## config.mk

```make
export PLATFORM = sky130hd
export DESIGN_NAME = alu_seq_flat
export DESIGN_NICKNAME = d
export VERILOG_FILES = /design/src/rtl/alu_pkg.sv /design/src/rtl/alu_seq_if.sv /design/src/rtl/alu_iter_muldiv.sv /design/src/rtl/alu_seq.sv /design/src/flat_wrapper.sv
export SDC_FILE = /design/constraint.sdc
export NUM_CORES = 1
export LEC_CHECK = 0
export CAP_MARGIN = 20
export CORE_MARGIN = 2
export CORE_UTILIZATION = 59
export CTS_CLUSTER_DIAMETER = 50
export DETAILED_ROUTE_END_ITERATION = 7
export GPL_TIMING_DRIVEN = 0
export HOLD_SLACK_MARGIN = 0.02
export PLACE_DENSITY = 0.79
export SLEW_MARGIN = 20
export SYNTH_ARGS = -nofsm -noshare
export SYNTH_HDL_FRONTEND = slang
export SYNTH_HIERARCHICAL = 1
export SYNTH_SLANG_ARGS = --single-unit
```

## constraint.sdc

```tcl
create_clock -name clk -period 6 [get_ports clk]
set_clock_uncertainty 0.2 [all_clocks]
set_input_delay 1.2 -clock clk [delete_from_list [all_inputs] [get_ports clk]]
set_output_delay 1.2 -clock clk [all_outputs]
set_load 0.005 [all_outputs]
```

## src/rtl/alu_pkg.sv

```systemverilog
// Shared opcode, state and status-flag definitions for the sequential ALU.
package alu_pkg;

  localparam logic [3:0] OP_ADD  = 4'h0;
  localparam logic [3:0] OP_SUB  = 4'h1;
  localparam logic [3:0] OP_MUL  = 4'h2;
  localparam logic [3:0] OP_DIV  = 4'h3;
  localparam logic [3:0] OP_SHL  = 4'h4;
  localparam logic [3:0] OP_SHR  = 4'h5;
  localparam logic [3:0] OP_ROL  = 4'h6;
  localparam logic [3:0] OP_ROR  = 4'h7;
  localparam logic [3:0] OP_AND  = 4'h8;
  localparam logic [3:0] OP_OR   = 4'h9;
  localparam logic [3:0] OP_XOR  = 4'hA;
  localparam logic [3:0] OP_NOR  = 4'hB;
  localparam logic [3:0] OP_NAND = 4'hC;
  localparam logic [3:0] OP_XNOR = 4'hD;
  localparam logic [3:0] OP_GT   = 4'hE;
  localparam logic [3:0] OP_EQ   = 4'hF;

  typedef enum logic [1:0] {
    IDLE,
    BUSY,
    DONE
  } state_t;

  localparam int unsigned FLAG_ZERO  = 0;
  localparam int unsigned FLAG_NEG   = 1;
  localparam int unsigned FLAG_CARRY = 2;
  localparam int unsigned FLAG_OVF   = 3;
  localparam int unsigned FLAG_DIVZ  = 4;
  localparam int unsigned FLAG_W     = 5;

  function automatic logic is_iter(input logic [3:0] op);
    return (op == OP_MUL) || (op == OP_DIV);
  endfunction

endpackage

```

## src/rtl/alu_seq_if.sv

```systemverilog
// Issue-side and writeback-side valid/ready bundle of the sequential ALU.
interface alu_seq_if #(
  parameter int unsigned WIDTH = 8
);
  logic             in_valid;
  logic             in_ready;
  logic [WIDTH-1:0] a;
  logic [WIDTH-1:0] b;
  logic [3:0]       op;
  logic             out_valid;
  logic             out_ready;
  logic [WIDTH-1:0] result;
  logic [WIDTH-1:0] result_hi;
  logic             zero;
  logic             neg;
  logic             carry;
  logic             overflow;
  logic             div_zero;

  modport master (
    output in_valid, a, b, op, out_ready,
    input  in_ready, out_valid, result, result_hi,
           zero, neg, carry, overflow, div_zero
  );

  modport slave (
    input  in_valid, a, b, op, out_ready,
    output in_ready, out_valid, result, result_hi,
           zero, neg, carry, overflow, div_zero
  );
endinterface

```

## src/rtl/alu_iter_muldiv.sv

```systemverilog
// Iterative unsigned shift-add multiplier / restoring divider, one bit per cycle.
module alu_iter_muldiv #(
  parameter int unsigned WIDTH = 8
) (
  input  logic             clk,
  input  logic             rst_n,
  input  logic             start,
  input  logic             is_div,
  input  logic [WIDTH-1:0] a,
  input  logic [WIDTH-1:0] b,
  output logic             busy,
  output logic             done,
  output logic [WIDTH-1:0] lo,
  output logic [WIDTH-1:0] hi,
  output logic             div_zero
);
  localparam int unsigned CNT_W = $clog2(WIDTH + 1);
  localparam int unsigned MSB   = WIDTH - 1;

  logic [CNT_W-1:0] cnt_q;
  logic [WIDTH-1:0] lo_q, hi_q, b_q;
  logic             div_q, dz_q;

  logic [WIDTH-1:0] cur_lo, cur_hi, cur_b, nxt_lo, nxt_hi, shifted;
  logic             cur_div, step_en, ge;
  logic [WIDTH:0]   prod_sum;

  // The first step runs on the start edge straight from the operand inputs,
  // so the final iteration lands while the counter reads 1.
  always_comb begin
    cur_lo   = start ? a      : lo_q;
    cur_hi   = start ? '0     : hi_q;
    cur_b    = start ? b      : b_q;
    cur_div  = start ? is_div : div_q;
    step_en  = start || (cnt_q > CNT_W'(1));
    prod_sum = {1'b0, cur_hi} + (cur_lo[0] ? {1'b0, cur_b} : '0);
    shifted  = {cur_hi[MSB-1:0], cur_lo[MSB]};
    ge       = {cur_hi, cur_lo[MSB]} >= {1'b0, cur_b};
    if (cur_div) begin
      nxt_hi = ge ? (shifted - cur_b) : shifted;
      nxt_lo = {cur_lo[MSB-1:0], ge};
    end else begin
      nxt_hi = prod_sum[WIDTH:1];
      nxt_lo = {prod_sum[0], cur_lo[MSB:1]};
    end
  end

  always_ff @(posedge clk) begin
    if (!rst_n) begin
      cnt_q <= '0;
      lo_q  <= '0;
      hi_q  <= '0;
      b_q   <= '0;
      div_q <= 1'b0;
      dz_q  <= 1'b0;
    end else begin
      if (start) begin
        cnt_q <= CNT_W'(WIDTH);
        b_q   <= b;
        div_q <= is_div;
        dz_q  <= is_div && (b == '0);
      end else if (cnt_q != '0) begin
        cnt_q <= cnt_q - CNT_W'(1);
      end
      if (step_en) begin
        lo_q <= nxt_lo;
        hi_q <= nxt_hi;
      end
    end
  end

  assign busy     = (cnt_q != '0);
  assign done     = (cnt_q == CNT_W'(1));
  assign lo       = lo_q;
  assign hi       = hi_q;
  assign div_zero = dz_q;

endmodule

```

## src/rtl/alu_seq.sv

```systemverilog
// Handshaked WIDTH-bit ALU: single-cycle logic/arith ops plus iterative mul/div.
module alu_seq
  import alu_pkg::*;
#(
  parameter int unsigned WIDTH = 8
) (
  input logic       clk,
  input logic       rst_n,
  alu_seq_if.slave  bus
);
  localparam int unsigned MSB = WIDTH - 1;

  state_t state, state_nxt;

  logic              accept, start_iter, op_div_q;
  logic              md_busy, md_done, md_dz;
  logic [WIDTH-1:0]  md_lo, md_hi;
  logic [WIDTH-1:0]  result_q, result_hi_q, sc_res, diff;
  logic [WIDTH:0]    sum;
  logic              sc_carry, sc_ovf;
  logic [FLAG_W-1:0] flags_q, sc_flags, md_flags;

  assign accept     = bus.in_valid && (state == IDLE);
  assign start_iter = accept && is_iter(bus.op);

  alu_iter_muldiv #(.WIDTH(WIDTH)) u_iter (
    .clk      (clk),
    .rst_n    (rst_n),
    .start    (start_iter),
    .is_div   (bus.op == OP_DIV),
    .a        (bus.a),
    .b        (bus.b),
    .busy     (md_busy),
    .done     (md_done),
    .lo       (md_lo),
    .hi       (md_hi),
    .div_zero (md_dz)
  );

  always_ff @(posedge clk) begin
    if (!rst_n) state <= IDLE;
    else        state <= state_nxt;
  end

  always_comb begin
    state_nxt = state;
    case (state)
      IDLE: if (accept) state_nxt = is_iter(bus.op) ? BUSY : DONE;
      BUSY: begin
        if (md_done)       state_nxt = DONE;
        else if (!md_busy) state_nxt = IDLE;
      end
      DONE: if (bus.out_ready) state_nxt = IDLE;
      default: state_nxt = IDLE;
    endcase
  end

  always_comb begin
    bus.in_ready  = (state == IDLE);
    bus.out_valid = (state == DONE);
    bus.result    = result_q;
    bus.result_hi = result_hi_q;
    bus.zero      = flags_q[FLAG_ZERO];
    bus.neg       = flags_q[FLAG_NEG];
    bus.carry     = flags_q[FLAG_CARRY];
    bus.overflow  = flags_q[FLAG_OVF];
    bus.div_zero  = flags_q[FLAG_DIVZ];
  end

  always_comb begin
    sum      = {1'b0, bus.a} + {1'b0, bus.b};
    diff     = bus.a - bus.b;
    sc_res   = '0;
    sc_carry = 1'b0;
    sc_ovf   = 1'b0;
    case (bus.op)
      OP_ADD: begin
        sc_res   = sum[MSB:0];
        sc_carry = sum[WIDTH];
        sc_ovf   = (bus.a[MSB] == bus.b[MSB]) && (sum[MSB] != bus.a[MSB]);
      end
      OP_SUB: begin
        sc_res   = diff;
        sc_carry = bus.a < bus.b;
        sc_ovf   = (bus.a[MSB] != bus.b[MSB]) && (diff[MSB] != bus.a[MSB]);
      end
      OP_SHL: begin
        sc_res   = {bus.a[MSB-1:0], 1'b0};
        sc_carry = bus.a[MSB];
      end
      OP_SHR: begin
        sc_res   = {1'b0, bus.a[MSB:1]};
        sc_carry = bus.a[0];
      end
      OP_ROL:  sc_res = {bus.a[MSB-1:0], bus.a[MSB]};
      OP_ROR:  sc_res = {bus.a[0], bus.a[MSB:1]};
      OP_AND:  sc_res = bus.a & bus.b;
      OP_OR:   sc_res = bus.a | bus.b;
      OP_XOR:  sc_res = bus.a ^ bus.b;
      OP_NOR:  sc_res = ~(bus.a | bus.b);
      OP_NAND: sc_res = ~(bus.a & bus.b);
      OP_XNOR: sc_res = ~(bus.a ^ bus.b);
      OP_GT:   sc_res = WIDTH'(bus.a > bus.b);
      OP_EQ:   sc_res = WIDTH'(bus.a == bus.b);
      default: sc_res = '0;
    endcase

    sc_flags             = '0;
    sc_flags[FLAG_ZERO]  = (sc_res == '0);
    sc_flags[FLAG_NEG]   = sc_res[MSB];
    sc_flags[FLAG_CARRY] = sc_carry;
    sc_flags[FLAG_OVF]   = sc_ovf;

    md_flags             = '0;
    md_flags[FLAG_ZERO]  = (md_lo == '0);
    md_flags[FLAG_NEG]   = md_lo[MSB];
    md_flags[FLAG_CARRY] = !op_div_q && (md_hi != '0);
    md_flags[FLAG_DIVZ]  = md_dz;
  end

  // Results only change on accept of a single-cycle op or on the final
  // mul/div iteration, so they hold for the whole DONE backpressure window.
  always_ff @(posedge clk) begin
    if (!rst_n) begin
      result_q    <= '0;
      result_hi_q <= '0;
      flags_q     <= '0;
      op_div_q    <= 1'b0;
    end else if (accept) begin
      op_div_q <= (bus.op == OP_DIV);
      if (!is_iter(bus.op)) begin
        result_q    <= sc_res;
        result_hi_q <= '0;
        flags_q     <= sc_flags;
      end
    end else if ((state == BUSY) && md_done) begin
      result_q    <= md_lo;
      result_hi_q <= md_hi;
      flags_q     <= md_flags;
    end
  end

endmodule

```

## src/flat_wrapper.sv

```systemverilog
// flat-port wrapper written by rule: the top's interface ports become plain ports
module alu_seq_flat import alu_pkg::*;
#(
  parameter int unsigned WIDTH = 8
)
  (clk, rst_n, bus_in_valid, bus_a, bus_b, bus_op, bus_out_ready, bus_in_ready, bus_out_valid, bus_result, bus_result_hi, bus_zero, bus_neg, bus_carry, bus_overflow, bus_div_zero);
  alu_seq_if #(.WIDTH(WIDTH)) bus_i ();
  input logic clk;
  input logic rst_n;
  input wire logic [$bits(bus_i.in_valid)-1:0] bus_in_valid;
  input wire logic [$bits(bus_i.a)-1:0] bus_a;
  input wire logic [$bits(bus_i.b)-1:0] bus_b;
  input wire logic [$bits(bus_i.op)-1:0] bus_op;
  input wire logic [$bits(bus_i.out_ready)-1:0] bus_out_ready;
  output wire logic [$bits(bus_i.in_ready)-1:0] bus_in_ready;
  output wire logic [$bits(bus_i.out_valid)-1:0] bus_out_valid;
  output wire logic [$bits(bus_i.result)-1:0] bus_result;
  output wire logic [$bits(bus_i.result_hi)-1:0] bus_result_hi;
  output wire logic [$bits(bus_i.zero)-1:0] bus_zero;
  output wire logic [$bits(bus_i.neg)-1:0] bus_neg;
  output wire logic [$bits(bus_i.carry)-1:0] bus_carry;
  output wire logic [$bits(bus_i.overflow)-1:0] bus_overflow;
  output wire logic [$bits(bus_i.div_zero)-1:0] bus_div_zero;
  assign bus_i.in_valid = bus_in_valid;
  assign bus_i.a = bus_a;
  assign bus_i.b = bus_b;
  assign bus_i.op = bus_op;
  assign bus_i.out_ready = bus_out_ready;
  assign bus_in_ready = bus_i.in_ready;
  assign bus_out_valid = bus_i.out_valid;
  assign bus_result = bus_i.result;
  assign bus_result_hi = bus_i.result_hi;
  assign bus_zero = bus_i.zero;
  assign bus_neg = bus_i.neg;
  assign bus_carry = bus_i.carry;
  assign bus_overflow = bus_i.overflow;
  assign bus_div_zero = bus_i.div_zero;
  alu_seq #(.WIDTH(WIDTH)) u_core (.clk(clk), .rst_n(rst_n), .bus(bus_i));
endmodule
```

==> flow_summary.toml, run 1 <==
[logic_synthesis]
synth.area.top_cells = "dfxtp_1 22%, ha_1 11%, mux2i_1 4.7%, nor2b_1 4.6%, nor2_1 4.3%"
synthTopCellsByCount = "56 x nor2_1, 53 x dfxtp_1, 43 x ha_1"
syn-num-nets = 684
synth_ff_type = "dfxtp_1"
async_reset_ff_frac = 0
synth.most_common_cell = "nor2_1"
ys_types = 83
postSynthCellCount = 613
synth_enable_flop_cells = 0
yosysWarningCount = 6
syn_avg_cell_area_um2 = 7.98
netlist_area_um2 = 4890
synth.largest_area_cell = "dfxtp_1"
yosysTopAreaCellShare = 0.217
synth_seq_cells = 53
ys_seq_area_frac = 0.217

[cts]
cts_tree = "built"
cts.sinks = 53
clockBufferDepth = 2
cts_inserted_buffers = 5
path_clk_slew_ps = 110
cts_resized = 0
cts_root_buffer = "clkbuf_8"
post-cts-setup-buffers = 0
cts_max_level = 2
clkLatencyLatePin_ps = 310
hold_buffers = 0

[final_layout]
seqCellArea_um2 = 1060
drive_above_1_share = 0.0706
multi_input_area_um2 = 3530
antennaDiodeCount = 0
syn2layout_area_growth_pct = 14.2
stdcell_area_um2 = 5590
fill_cells = 694
nNetsFinal = 736

[drt]
routedWlPerCell_um = 20.8
route.detailed.drc = 0
wl_um = 16000
vias = 5137
dr.pass1.iters = 6
ant_nets = 0
drt_iter0_drc = 435
via_per_inst = 6.66

[timing]
final_hold_viol_count = 0
setup_viol = 0
rsz0062_at_grt = "false"
setup_ws_ps = 378
slew_headroom = 0.257
worstMarginPinSlew_ps = 1100
fin_tns_setup_ps = 0
min_period_ps = 5620
timing.fmax_mhz = 178
fin_crit_sh = 0.937
slew_viol_final = 0

[die]
dieArea_um2 = 9030
start_util = 0.601
io_pins = 47
fp.dieH_um = 95.0
rows = 33
chipWidth_um = 95.0
core_um2 = 8130

[global_routing]
grt_usage = 0.368
grt_pass1_vias = 4901
grt_max_degree = 18
gr-total-overflow = 0
grt_pass1_wl_um = 25600
antenna_found_initial = 0

[setup_path]
crit_required_ps = 6030
end_kind = "flop"
crit_path_start_kind = "primary input"
cp.arrival_ps = 5660
crit_path_max_fanout = 10
critical_path_class = "in2reg"

[pwr]
p_total_w = 0.00152
p_per_area_nw_per_um2 = 272
leakagePower_nw = 2.22
irDropWorstVdd_mv = 0.266

[outcome]
outcome = "complete, no violations"

[placed_design]
dp_slack_ps = 124
numPortBuffers = 45
dp_hpwl_um = 12600
dpl_cell_area_um2 = 5470
gp_congestion = 1.03

[flow_run]
drv_cap = 0

[hold_path]
hp-class = "reg2reg"
placed cells by master, fill, tap and decap left out, types with 8 or more instances in the layout:
master and instances:
a211oi_1 14, a21oi_1 38, a22oi_1 11, buf_2 12, clkbuf_1 22, clkdlybuf4s50_1 45
dfxtp_1 53, ha_1 43, inv_1 32, mux2i_1 23, nand2_1 41, nand2b_1 9
nand3_1 12, nor2_1 56, nor2b_1 36, nor3_1 14, o211ai_1 8, o21ai_0 24
o22ai_1 8
worst max-delay path, stage by stage:
cell and delay [ps]:
clkdlybuf4s50_1 480, buf_2 220, nor2_1 240, nand2_1 200, nor2_1 190, buf_2 250, buf_2 280, buf_2 330
mux2i_1 460, ha_1 320, nor2b_4 130, o31a_4 310, o311ai_4 310, nand2_2 200, or3_1 340, a31oi_1 180
stage by stage:
stage / hold WS [ps] / std cells / utilization
floorplan: 243 / 613 / -
global placement: 245 / 763 / 0.673
detailed placement: 255 / 763 / 0.673
CTS: 269 / 771 / 0.687
global route: 293 / 771 / 0.687
finish: 270 / 771 / 0.687
where the power goes:
part	internal, W	leakage [nW]	total (W)	switching [W]
logic	0.000329	1.73	0.000829	0.000500
clock network	0.000125	0.0585	0.000249	0.000123
registers	0.000394	0.431	0.000439	0.0000453
area by class of cell:
class | instances | share of cell area
timing repair buffer | 45 | 0.0806
inverter | 32 | 0.0215
clock inverter | 3 | 0.00784
tap | 105 | 0.0235
buffer | 39 | 0.0329
multi-input combinational | 489 | 0.631
sequential | 53 | 0.190
clock buffer | 5 | 0.0123
routing by layer:
| metal | global-route usage | vias to the layer above | wire length, um |
|---|---|---|---|
| met4 | 0.161 | 0 | 783 |
| li1 | - | 2365 | - |
| met2 | 0.631 | 311 | 7590 |
| met5 | 0 | - | 0 |
| met3 | 0.0498 | 60 | 1450 |
| met1 | 0.463 | 2401 | 6190 |
path summary, 6_finish.rpt:
kind	start	endpoint	slack, ps	depth (start not counted)
max reg2reg	u_core/state[1]	u_core/u_iter/hi[0]	1580	15
min	u_core/flags_q[3]	u_core/flags_q[3]	270	2
max	bus_op[3]	u_core/u_iter/hi[0]	380	16
min reg2reg	u_core/flags_q[3]	u_core/flags_q[3]	270	2
logic make-up (layout without fill, tap and decap cells):
logic type | Yosys count | count (layout) | synth area share
DFF | 53 | 53 | 0.217
AOI/OAI and AO/OA | 181 | 181 | 0.273
muxes | 30 | 30 | 0.0632
buffers and inverters | 71 | 124 | 0.0622
adders and majority gates | 47 | 47 | 0.126
xor gates and xnor gates | 13 | 13 | 0.0233
and+or+nand+nor | 218 | 218 | 0.235
state kept, by name, summed over array words and instances (netlist names), 2 cells and up:
| register | cells |
|---|---|
| u_core/bus.result | 7 |
| u_core/u_iter/b_q | 8 |
| u_core/u_iter/lo | 8 |
| u_core/u_iter/hi | 8 |
| u_core/state | 2 |
| u_core/flags_q | 5 |
| u_core/u_iter/cnt_q | 4 |
| u_core/bus.result_hi | 8 |
Note: power is estimated with default switching activity, not from simulation.
==> run 2, diff against run 1 <==
--- a/config.mk
+++ b/config.mk
@@ -8,7 +8,7 @@
 export CAP_MARGIN = 20
 export CORE_MARGIN = 2
 export CORE_UTILIZATION = 59
-export CTS_CLUSTER_DIAMETER = 50
+export CTS_CLUSTER_DIAMETER = 80
 export DETAILED_ROUTE_END_ITERATION = 7
 export GPL_TIMING_DRIVEN = 0
 export HOLD_SLACK_MARGIN = 0.02
==> results of run 2 <==
No change in the layout: final DEF, timing and power equal those of run 1.
==> run 3, diff against run 2 <==
--- a/config.mk
+++ b/config.mk
@@ -6,7 +6,7 @@
 export NUM_CORES = 1
 export LEC_CHECK = 0
 export CAP_MARGIN = 20
-export CORE_MARGIN = 2
+export CORE_MARGIN = 4
 export CORE_UTILIZATION = 59
 export CTS_CLUSTER_DIAMETER = 80
 export DETAILED_ROUTE_END_ITERATION = 7
==> flow_summary.toml, run 3 (synthesized netlist as in run 1, its figures left out) <==
[cts]
cts.sinks = 53
hold_buffers = 0
cts_resized = 0
cts_root_buffer = "clkbuf_8"
path_clk_slew_ps = 110
cts_inserted_buffers = 5
post-cts-setup-buffers = 0
clkLatencyLatePin_ps = 310
cts_max_level = 2
cts_tree = "built"
clockBufferDepth = 2

[timing]
final_hold_viol_count = 0
hold_ws_ps = 263
fin_crit_sh = 0.929
rsz0062_at_grt = "false"
min_period_ps = 5580
worstMarginPinSlew_ps = 850
fin_tns_setup_ps = 0
timing.fmax_mhz = 179
slew_headroom = 0.428
slew_viol_final = 0
setup_viol = 0

[pwr]
clockPowerShare = 0.146
p_per_area_nw_per_um2 = 265
switchingPower_w = 0.000668
power_frac_comb = 0.558
internal_power_w = 0.000809
irDropWorstVdd_mv = 0.308
switching_share = 0.452
pwr-share-seq = 0.296
leakagePower_nw = 2.20

[die]
fp.dieH_um = 99.0
core_um2 = 7890
io_pins = 47
rows = 32
dieArea_um2 = 9810
start_util = 0.620
chipWidth_um = 99.0

[global_routing]
grt_usage = 0.321
grt_pass1_wl_um = 25600
grt_pass1_vias = 4940
antenna_found_initial = 0
grt_max_degree = 19
gr-total-overflow = 0

[setup_path]
reg2reg_depth = 16
timing.rr.end = "u_core/u_iter/hi[4]"
r2r_setup_slack_ps = 1530
crit_required_ps = 6030
cp.arrival_ps = 5600
cp-startpoint = "bus_op[3]"
end_kind = "flop"
r2r-start = "u_core/state[1]"
critical_path_class = "in2reg"
crit_path_max_fanout = 10
crit_path_start_kind = "primary input"

[placed_design]
numPortBuffers = 45
dp.cells = 760
dpl_cell_area_um2 = 5480
gp_congestion = 0.955
dp_hpwl_um = 12500

[flow_run]
drv_cap = 0

[drt]
route.detailed.drc = 6
ant_nets = 0
via_per_inst = 6.68
routedWlPerCell_um = 21.0
drt_iter0_drc = 580
dr.pass1.iters = 8
vias = 5128
wl_um = 16100

[final_layout]
stdcell_area_um2 = 5570
drive_above_1_share = 0.0721
mostFrequentLayoutCell = "nor2_1"
final_cell_mix = "56 x nor2_1, 53 x dfxtp_1, 45 x clkdlybuf4s50_1"
nNetsFinal = 736
fill_cells = 643
finish.utilization = 0.706
antennaDiodeCount = 0
syn2layout_area_growth_pct = 13.9
fin_cells = 768

[hold_path]
hold_depth = 2
hp-class = "reg2reg"
holdCritStartpoint = "u_core/flags_q[3]"
min_to = "u_core/flags_q[3]"

[outcome]
outcome = "finished with violations"
violations = "design-rule violations"
-- run 3: cell count changes in the layout (fill, tap and decap cells not counted), sizes merged --
cell	previous run	this run
clkinv	1	0
bufinv	1	0
clkinvlp	0	1
inv	33	34
-- run 3: worst max path at each step --
stage,depth (start not counted),to,slack [ps]
6_report,17,u_core/u_iter/hi[4],420
2_1_floorplan,15,u_core/u_iter/hi[0],1240
3_5_place_dp,17,u_core/u_iter/hi[4],190
3_3_place_gp,16,u_core/u_iter/hi[0],340
4_1_cts,16,u_core/u_iter/hi[0],520
5_1_grt,17,u_core/u_iter/hi[4],70
-- run 3: cell type report --
| type | count | area, um^2 | share of cell area |
|---|---|---|---|
| Buffer | 39 | 184 | 0.0330 |
| Clock buffer | 5 | 68.8 | 0.0124 |
| Clock inverter | 3 | 25.0 | 0.00449 |
| Inverter | 32 | 120 | 0.0216 |
| Multi-Input combinational cell | 489 | 3530 | 0.634 |
| Sequential cell | 53 | 1060 | 0.191 |
| Tap cell | 102 | 128 | 0.0229 |
| Timing Repair Buffer | 45 | 450 | 0.0809 |
-- run 3: per-layer routing --
| layer | share of wire | GRT usage | vias to the layer above |
|---|---|---|---|
| met5 | 0 | 0 | - |
| met4 | 0.021 | 0.0798 | 0 |
| met3 | 0.12 | 0.0892 | 48 |
| met2 | 0.43 | 0.480 | 319 |
| met1 | 0.43 | 0.456 | 2387 |
| li1 | - | - | 2374 |
-- run 3: critical path, stage by stage --
cell and delay [ps]:
clkdlybuf4s50_1 480, buf_2 230, nor2_1 170, nand2_1 170, nor2_1 170, buf_2 280
buf_2 290, buf_2 350, mux2i_1 490, ha_1 340, nor2b_4 140, o31a_4 300
o311ai_4 300, and2_1 190, buf_6 140, a21oi_1 70, a211oi_1 270
-- run 3: power by group through the flow --
stage,Sequential (W),Clock [W],Combinational (W)
global route,0.000444,0.000228,0.000893
global placement,0.000442,0,0.000769
floorplan,0.000431,0,0.000582
detailed placement,0.000444,0,0.000793
finish,0.000437,0.000216,0.000824
CTS,0.000436,0.000215,0.000798
-- run 3: per-stage QoR --
| stage | setup WS (ps) | total power, W |
|---|---|---|
| floorplan | 1240 | 0.00101 |
| global placement | 336 | 0.00121 |
| detailed placement | 189 | 0.00124 |
| CTS | 521 | 0.00145 |
| global route | 73.2 | 0.00156 |
| finish | 424 | 0.00148 |
